--- src/rtl/nn_pkg.sv ---
// Shared definitions for the neuron-array output stage.
//   state_t     : argmax FSM state encodings (ST_COLLECT, ST_DONE)
//   idx_width() : class-index width for a given number of classes
//   res_min()   : most-negative two's complement value of a given width,
//                 returned in the low bits of a 64-bit word (RES_MIN source)
package nn_pkg;

  typedef enum logic {
    ST_COLLECT = 1'b0,
    ST_DONE    = 1'b1
  } state_t;

  function automatic int idx_width(input int n);
    return (n <= 2) ? 1 : $clog2(n);
  endfunction

  function automatic logic [63:0] res_min(input int unsigned w);
    return 64'd1 << (w - 1);
  endfunction

endpackage

--- src/rtl/argmax_classifier_score_compare.sv ---
// score_compare: signed strict greater-than of two resolution-bit values.
//   i_a, i_b : two's complement operands
//   o_gt     : 1 when i_a > i_b (signed); 0 on equality
module score_compare #(
  parameter int resolution = 8
) (
  input  logic [resolution-1:0] i_a,
  input  logic [resolution-1:0] i_b,
  output logic                  o_gt
);

  assign o_gt = $signed(i_a) > $signed(i_b);

endmodule

--- src/rtl/argmax_classifier.sv ---
// argmax_classifier: takes num_classes signed scores per frame, one per
// handshake, and reports the index and value of the largest one.
// Optional feature macro: ARGMAX_MARGIN_EN (adds second-best tracking and
// the margin output).
//   clk, reset   : clock, asynchronous active-high reset
//   clear        : synchronous frame abort
//   score_in     : signed score; score_valid / score_ready handshake
//   result_ack   : consumer takes the result
//   result_valid : digit / max_score (/ margin) valid
//   digit        : index of the maximum score (ties keep the lower index)
//   max_score    : signed maximum score
//   margin       : unsigned max minus second-best (ARGMAX_MARGIN_EN only)
module argmax_classifier
  import nn_pkg::*;
#(
  parameter int num_classes = 10,
  parameter int resolution  = 8
) (
  input  logic                               clk,
  input  logic                               reset,
  input  logic                               clear,
  input  logic [resolution-1:0]              score_in,
  input  logic                               score_valid,
  output logic                               score_ready,
  input  logic                               result_ack,
  output logic                               result_valid,
  output logic [idx_width(num_classes)-1:0]  digit,
  output logic [resolution-1:0]              max_score
`ifdef ARGMAX_MARGIN_EN
  ,
  output logic [resolution:0]                margin
`endif
);

  localparam int IW = idx_width(num_classes);
  localparam logic [IW-1:0] LAST_IDX = IW'(num_classes - 1);

  state_t                r_state;
  logic [IW-1:0]         r_idx;
  logic [IW-1:0]         r_digit;
  logic [resolution-1:0] r_max;

  logic                  w_accept;
  logic                  w_gt_max;
  logic [resolution-1:0] w_next_max;
  logic [IW-1:0]         w_next_digit;

  assign score_ready  = (r_state == ST_COLLECT) && !clear;
  assign result_valid = (r_state == ST_DONE);
  assign w_accept     = score_valid && score_ready;
  assign digit        = r_digit;
  assign max_score    = r_max;

  score_compare #(.resolution(resolution)) u_cmp_max (
    .i_a  (score_in),
    .i_b  (r_max),
    .o_gt (w_gt_max)
  );

`ifdef ARGMAX_MARGIN_EN
  localparam logic [63:0]           RES_MIN_W = res_min(resolution);
  localparam logic [resolution-1:0] RES_MIN   = RES_MIN_W[resolution-1:0];

  logic [resolution-1:0] r_second;
  logic [resolution:0]   r_margin;
  logic [resolution-1:0] w_next_second;
  logic                  w_gt_second;

  assign margin = r_margin;

  score_compare #(.resolution(resolution)) u_cmp_second (
    .i_a  (score_in),
    .i_b  (r_second),
    .o_gt (w_gt_second)
  );
`endif

  // Next running max/index (and second-best) if the current score is taken.
  always_comb begin
    w_next_max   = r_max;
    w_next_digit = r_digit;
`ifdef ARGMAX_MARGIN_EN
    w_next_second = r_second;
`endif
    if (r_idx == '0) begin
      w_next_max   = score_in;
      w_next_digit = '0;
`ifdef ARGMAX_MARGIN_EN
      w_next_second = RES_MIN;
`endif
    end else if (w_gt_max) begin
      w_next_max   = score_in;
      w_next_digit = r_idx;
`ifdef ARGMAX_MARGIN_EN
      w_next_second = r_max;
    end else if (w_gt_second) begin
      w_next_second = score_in;
`endif
    end
  end

  always_ff @(posedge clk or posedge reset) begin
    if (reset) begin
      r_state <= ST_COLLECT;
      r_idx   <= '0;
      r_digit <= '0;
      r_max   <= '0;
`ifdef ARGMAX_MARGIN_EN
      r_second <= '0;
      r_margin <= '0;
`endif
    end else begin
      case (r_state)
        ST_COLLECT: begin
          if (clear) begin
            r_idx <= '0;
          end else if (w_accept) begin
            r_max   <= w_next_max;
            r_digit <= w_next_digit;
`ifdef ARGMAX_MARGIN_EN
            r_second <= w_next_second;
`endif
            if (r_idx == LAST_IDX) begin
              r_idx   <= '0;
              r_state <= ST_DONE;
`ifdef ARGMAX_MARGIN_EN
              // Sign-extend both operands so the difference cannot overflow.
              r_margin <= {w_next_max[resolution-1], w_next_max}
                        - {w_next_second[resolution-1], w_next_second};
`endif
            end else begin
              r_idx <= r_idx + 1'b1;
            end
          end
        end
        ST_DONE: begin
          if (clear || result_ack) r_state <= ST_COLLECT;
        end
        default: r_state <= ST_COLLECT;
      endcase
    end
  end

endmodule
--- config.mk ---
export PLATFORM = sky130hd
export DESIGN_NAME = argmax_classifier
export DESIGN_NICKNAME = d
export VERILOG_FILES = /design/src/rtl/nn_pkg.sv /design/src/rtl/argmax_classifier_score_compare.sv /design/src/rtl/argmax_classifier.sv
export SDC_FILE = /design/constraint.sdc
export NUM_CORES = 1
export LEC_CHECK = 0
export BUFFER_PORTS_ARGS = -buffer_cell sky130_fd_sc_hd__buf_2
export CAP_MARGIN = 20
export CORE_MARGIN = 1
export CORE_UTILIZATION = 40
export CTS_BUF_LIST = sky130_fd_sc_hd__clkbuf_4 sky130_fd_sc_hd__clkbuf_8
export CTS_CLUSTER_DIAMETER = 60
export CTS_CLUSTER_SIZE = 24
export DETAILED_ROUTE_END_ITERATION = 8
export PLACE_DENSITY = 0.64
export SETUP_SLACK_MARGIN = 0.2
export SYNTH_ARGS = -nofsm -noshare
export SYNTH_HDL_FRONTEND = slang
export SYNTH_SLANG_ARGS = --single-unit
--- constraint.sdc ---
create_clock -name clk -period 1.8 [get_ports clk]
set_input_delay 0.18 -clock clk [delete_from_list [all_inputs] [get_ports clk]]
set_output_delay 0.18 -clock clk [all_outputs]
set_load 0.1 [all_outputs]
==> run_results.csv <==
group,metric,value,unit
outcome,status,"complete, but fails checks",
timing,grt_setup_unrepaired,"true",
floorplan,dieArea,0.002697,mm^2
drt,drt-initial-drc-count,6,
finish,drive_gt1_share,59.57,%
global_routing,grt_pass1_vias,787,
global_routing,antenna_found_initial,0,
logic_synthesis,yosysUniqueCellTypes,24,
setup_path,cp_max_fo,5,
timing,post-route-period-util,111.9,%
placement,dpl.cell_count,161,
drt,vias_per_cell,4.899,
timing,fin_tns_setup,-2.113,ns
setup_path,worstSetupStartpoint,"max_score[6]",
logic_synthesis,avgSynthCellArea,10.50,um^2
clock_tree,clk_path_buf_depth,2,
setup_path,setup.worst_path.end_class,"flop",
timing,finalSetupViolCount,12,
setup_path,r2r_cells,8,
clock_tree,h-tree-depth,1,
setup_path,rr_endpoint,"max_score[1]",
floorplan,rows,17,
setup_path,ff2ff_setup_slack,-0.21,ns
setup_path,crit_required,1.99,ns
drt,firstDrtPassIters,3,
finish,layout.cells.non_filler,169,
global_routing,grt-ovfl-total,0,
power_and_ir_drop,cellPowerDensity,1326,mW/mm^2
timing,worst_pin_slew,0.6529,ns
logic_synthesis,synth_area_leaders,"dfrtp_1 (43%), ha_1 (14%), mux2_2 (10%), nand2_1 (4.9%), inv_1 (4.5%)",
floorplan,die_h,51.93,um
timing,fmax,496.7,MHz
floorplan,design.core.area,0.002276,mm^2
clock_tree,cts_buffers,3,
finish,fin_nets,166,
flow_run,drv_cap,0,
timing,hold_viol,0,
drt,wl_per_cell,12.36,um
setup_path,rr_startpoint,"max_score[6]",
power_and_ir_drop,leakagePower,0.7596,nW
clock_tree,clk_latency,0.29,ns
timing,slew_headroom,56.42,%
drt,drt-total-wl,2.089,mm
timing,drv_slew,0,
clock_tree,cts_tree,"built",
logic_synthesis,synthCells,95,
global_routing,grt_max_degree,18,
placement,io_buffers,26,
logic_synthesis,syn_nets,119,
logic_synthesis,ys_seq_area_share,42.66,%
placement,dp_hpwl,1.616,mm
setup_path,arrival,2.20,ns
finish,antennaDiodeCount,0,
logic_synthesis,ys_warn_count,0,
clock_tree,clk_transition_reported_paths,0.10,ns
setup_path,start_kind,"flop",
setup_path,path_class,"flop to flop",
setup_path,crit_end,"max_score[1]",
drt,via_count,828,
logic_synthesis,ys_ff_latch,17,
power_and_ir_drop,vdd_drop_max,1.137,mV
finish,utilization,65.75,%
logic_synthesis,netlist.area_leader.share,42.66,%
outcome,violations,"setup timing",
floorplan,io_pins,27,
global_routing,grt_usage,17.48,%
floorplan,start_util,43.82,%
timing,skew,0.001276,ns
clock_tree,cts.sinks,17,
drt,drc,0,
drt,ant_nets,0,
logic_synthesis,synth_largest_area_cell,"dfrtp_1",
timing,timing.final.ws_setup,-0.2134,ns
global_routing,grt_first_pass_wirelength,3.415,mm
logic_synthesis,netlist_area,997.2,um^2
placement,routabilityCongestion,0.6977,
timing,period_minus_slack,2.013,ns
floorplan,die_w,51.93,um
min_path,hold_path_class,"input pin to flop",
clock_tree,cts-root-buf,"clkbuf_4",
finish,synthToLayoutAreaGrowth,50.06,%
-- how the worst min path moves through the flow --
stage           from      endpoint  slack [ns]  cells after the start
2_1_floorplan  reset      digit[0]        0.11                      1
3_3_place_gp   reset  max_score[2]        0.31                      2
3_5_place_dp   reset  max_score[2]        0.31                      2
4_1_cts        clear  result_valid         0.1                      2
5_1_grt        clear  result_valid        0.11                      2
6_report       clear  result_valid        0.09                      2
-- cells by family (layout without fill, tap and decap cells) --
logic type | count (synthesis) | count (layout) | share of synthesized area, %
simple gates | 27 | 27 | 13.05
mux | 11 | 11 | 12.17
compound gates | 16 | 16 | 12.92
flops | 17 | 17 | 42.66
xor+xnor | 1 | 1 | 0.8785
buf+inv | 12 | 58 | 4.517
fa+ha+maj | 11 | 11 | 13.80
-- critical path, cell delays in order (launching register included) --
cell and delay [ns]:
dfrtp_4 0.43, inv_2 0.04, ha_4 0.26, and4_4 0.23, nand2_2 0.07, o221a_4 0.23
a21boi_4 0.19, buf_6 0.16, mux2_4 0.30
-- cells in the mapped netlist --
cell type and instances:
dfrtp_1 17, mux2i_1 2, a22o_1 1, mux2_2 9, o221a_2 1, a22oi_1 1
o21bai_1 1, a31o_2 2, a21o_1 1, nor2b_1 1, a21boi_4 1, nand2_1 13
ha_1 11, nor3b_1 2, nor2_1 5, xor2_1 1, a21oi_1 1, o21a_1 1
o21ai_0 5, and3_2 2, inv_1 12, and4_4 1, nand3_1 3, o211ai_2 1
-- metrics by stage --
step / hold WS [ns] / total power [mW] / setup slack [ns] / cell area, um^2
global placement: 0.3107 / 1.670 / -0.1749 / 1368
finish: 0.09393 / 1.985 / -0.2134 / 1496
detailed placement: 0.3063 / 1.687 / -0.2281 / 1368
CTS: 0.09587 / 1.937 / -0.2230 / 1444
global route: 0.1107 / 2.095 / -0.2674 / 1496
floorplan: 0.1059 / 1.421 / -0.4387 / 1112
-- layout make-up --
class / count / area, um^2
timing repair buffer: 42 / 264.0
tap: 28 / 35.03
fill: 190 / 779.5
sequential: 17 / 449.2
clock inverter: 1 / 5.005
clock buffer: 3 / 22.52
inverter: 12 / 45.04
multi-input combinational: 66 / 675.6
-- layer usage --
metal,up-vias,GRT usage (%),share of wire [%]
li1,421,-,-
met4,0,6.757,1.5
met2,17,31.41,49
met3,4,2.632,3.4
met5,-,0,0
met1,386,20.51,46
-- report_power, final --
group / switching (mW) / leakage (nW) / internal [mW]
Combinational: 0.805 / 0.534 / 0.429
Clock: 0.130 / 0.0177 / 0.0828
Sequential: 0.0557 / 0.208 / 0.482
Total: 0.991 / 0.760 / 0.994
-- cells in the final DEF, fill, tap and decap left out --
cell type      count
a21oi_2            1
nand2_2            1
o211ai_2           1
inv_2              4
inv_1              8
clkbuf_4           3
ha_4               4
a22oi_2            1
xor2_1             1
ha_1               7
dlygate4sd3_1      1
a22o_1             1
mux2_4             8
a31o_4             2
nand2_1           11
buf_4             12
a21o_1             1
o21bai_1           1
buf_2             26
clkinv_2           1
nand2_8            1
and4_4             1
nor2_1             4
mux2_2             1
dfrtp_1            8
nor2b_1            1
o21ai_0            5
nor3b_1            2
dfrtp_4            5
and3_4             2
o21a_1             1
o221a_4            1
dfrtp_2            4
a21boi_4           1
buf_6              3
mux2i_1            2
nand3_1            3
nor2_4             1
-- state kept, by name, summed over array words and instances (netlist names) --
signal,count
result_valid,1
digit,4
r_idx,4
max_score,8
-- repair_timing --
action,in CTS,in global routing
hold endpoints to repair,17,0
pin swaps,4,1
cloned,0,0
hold buffers,1,0
buffers inserted,1,2
gates resized for setup,8,5
endpoints found under the setup margin,12,12
(Power assumes the default switching activity.)
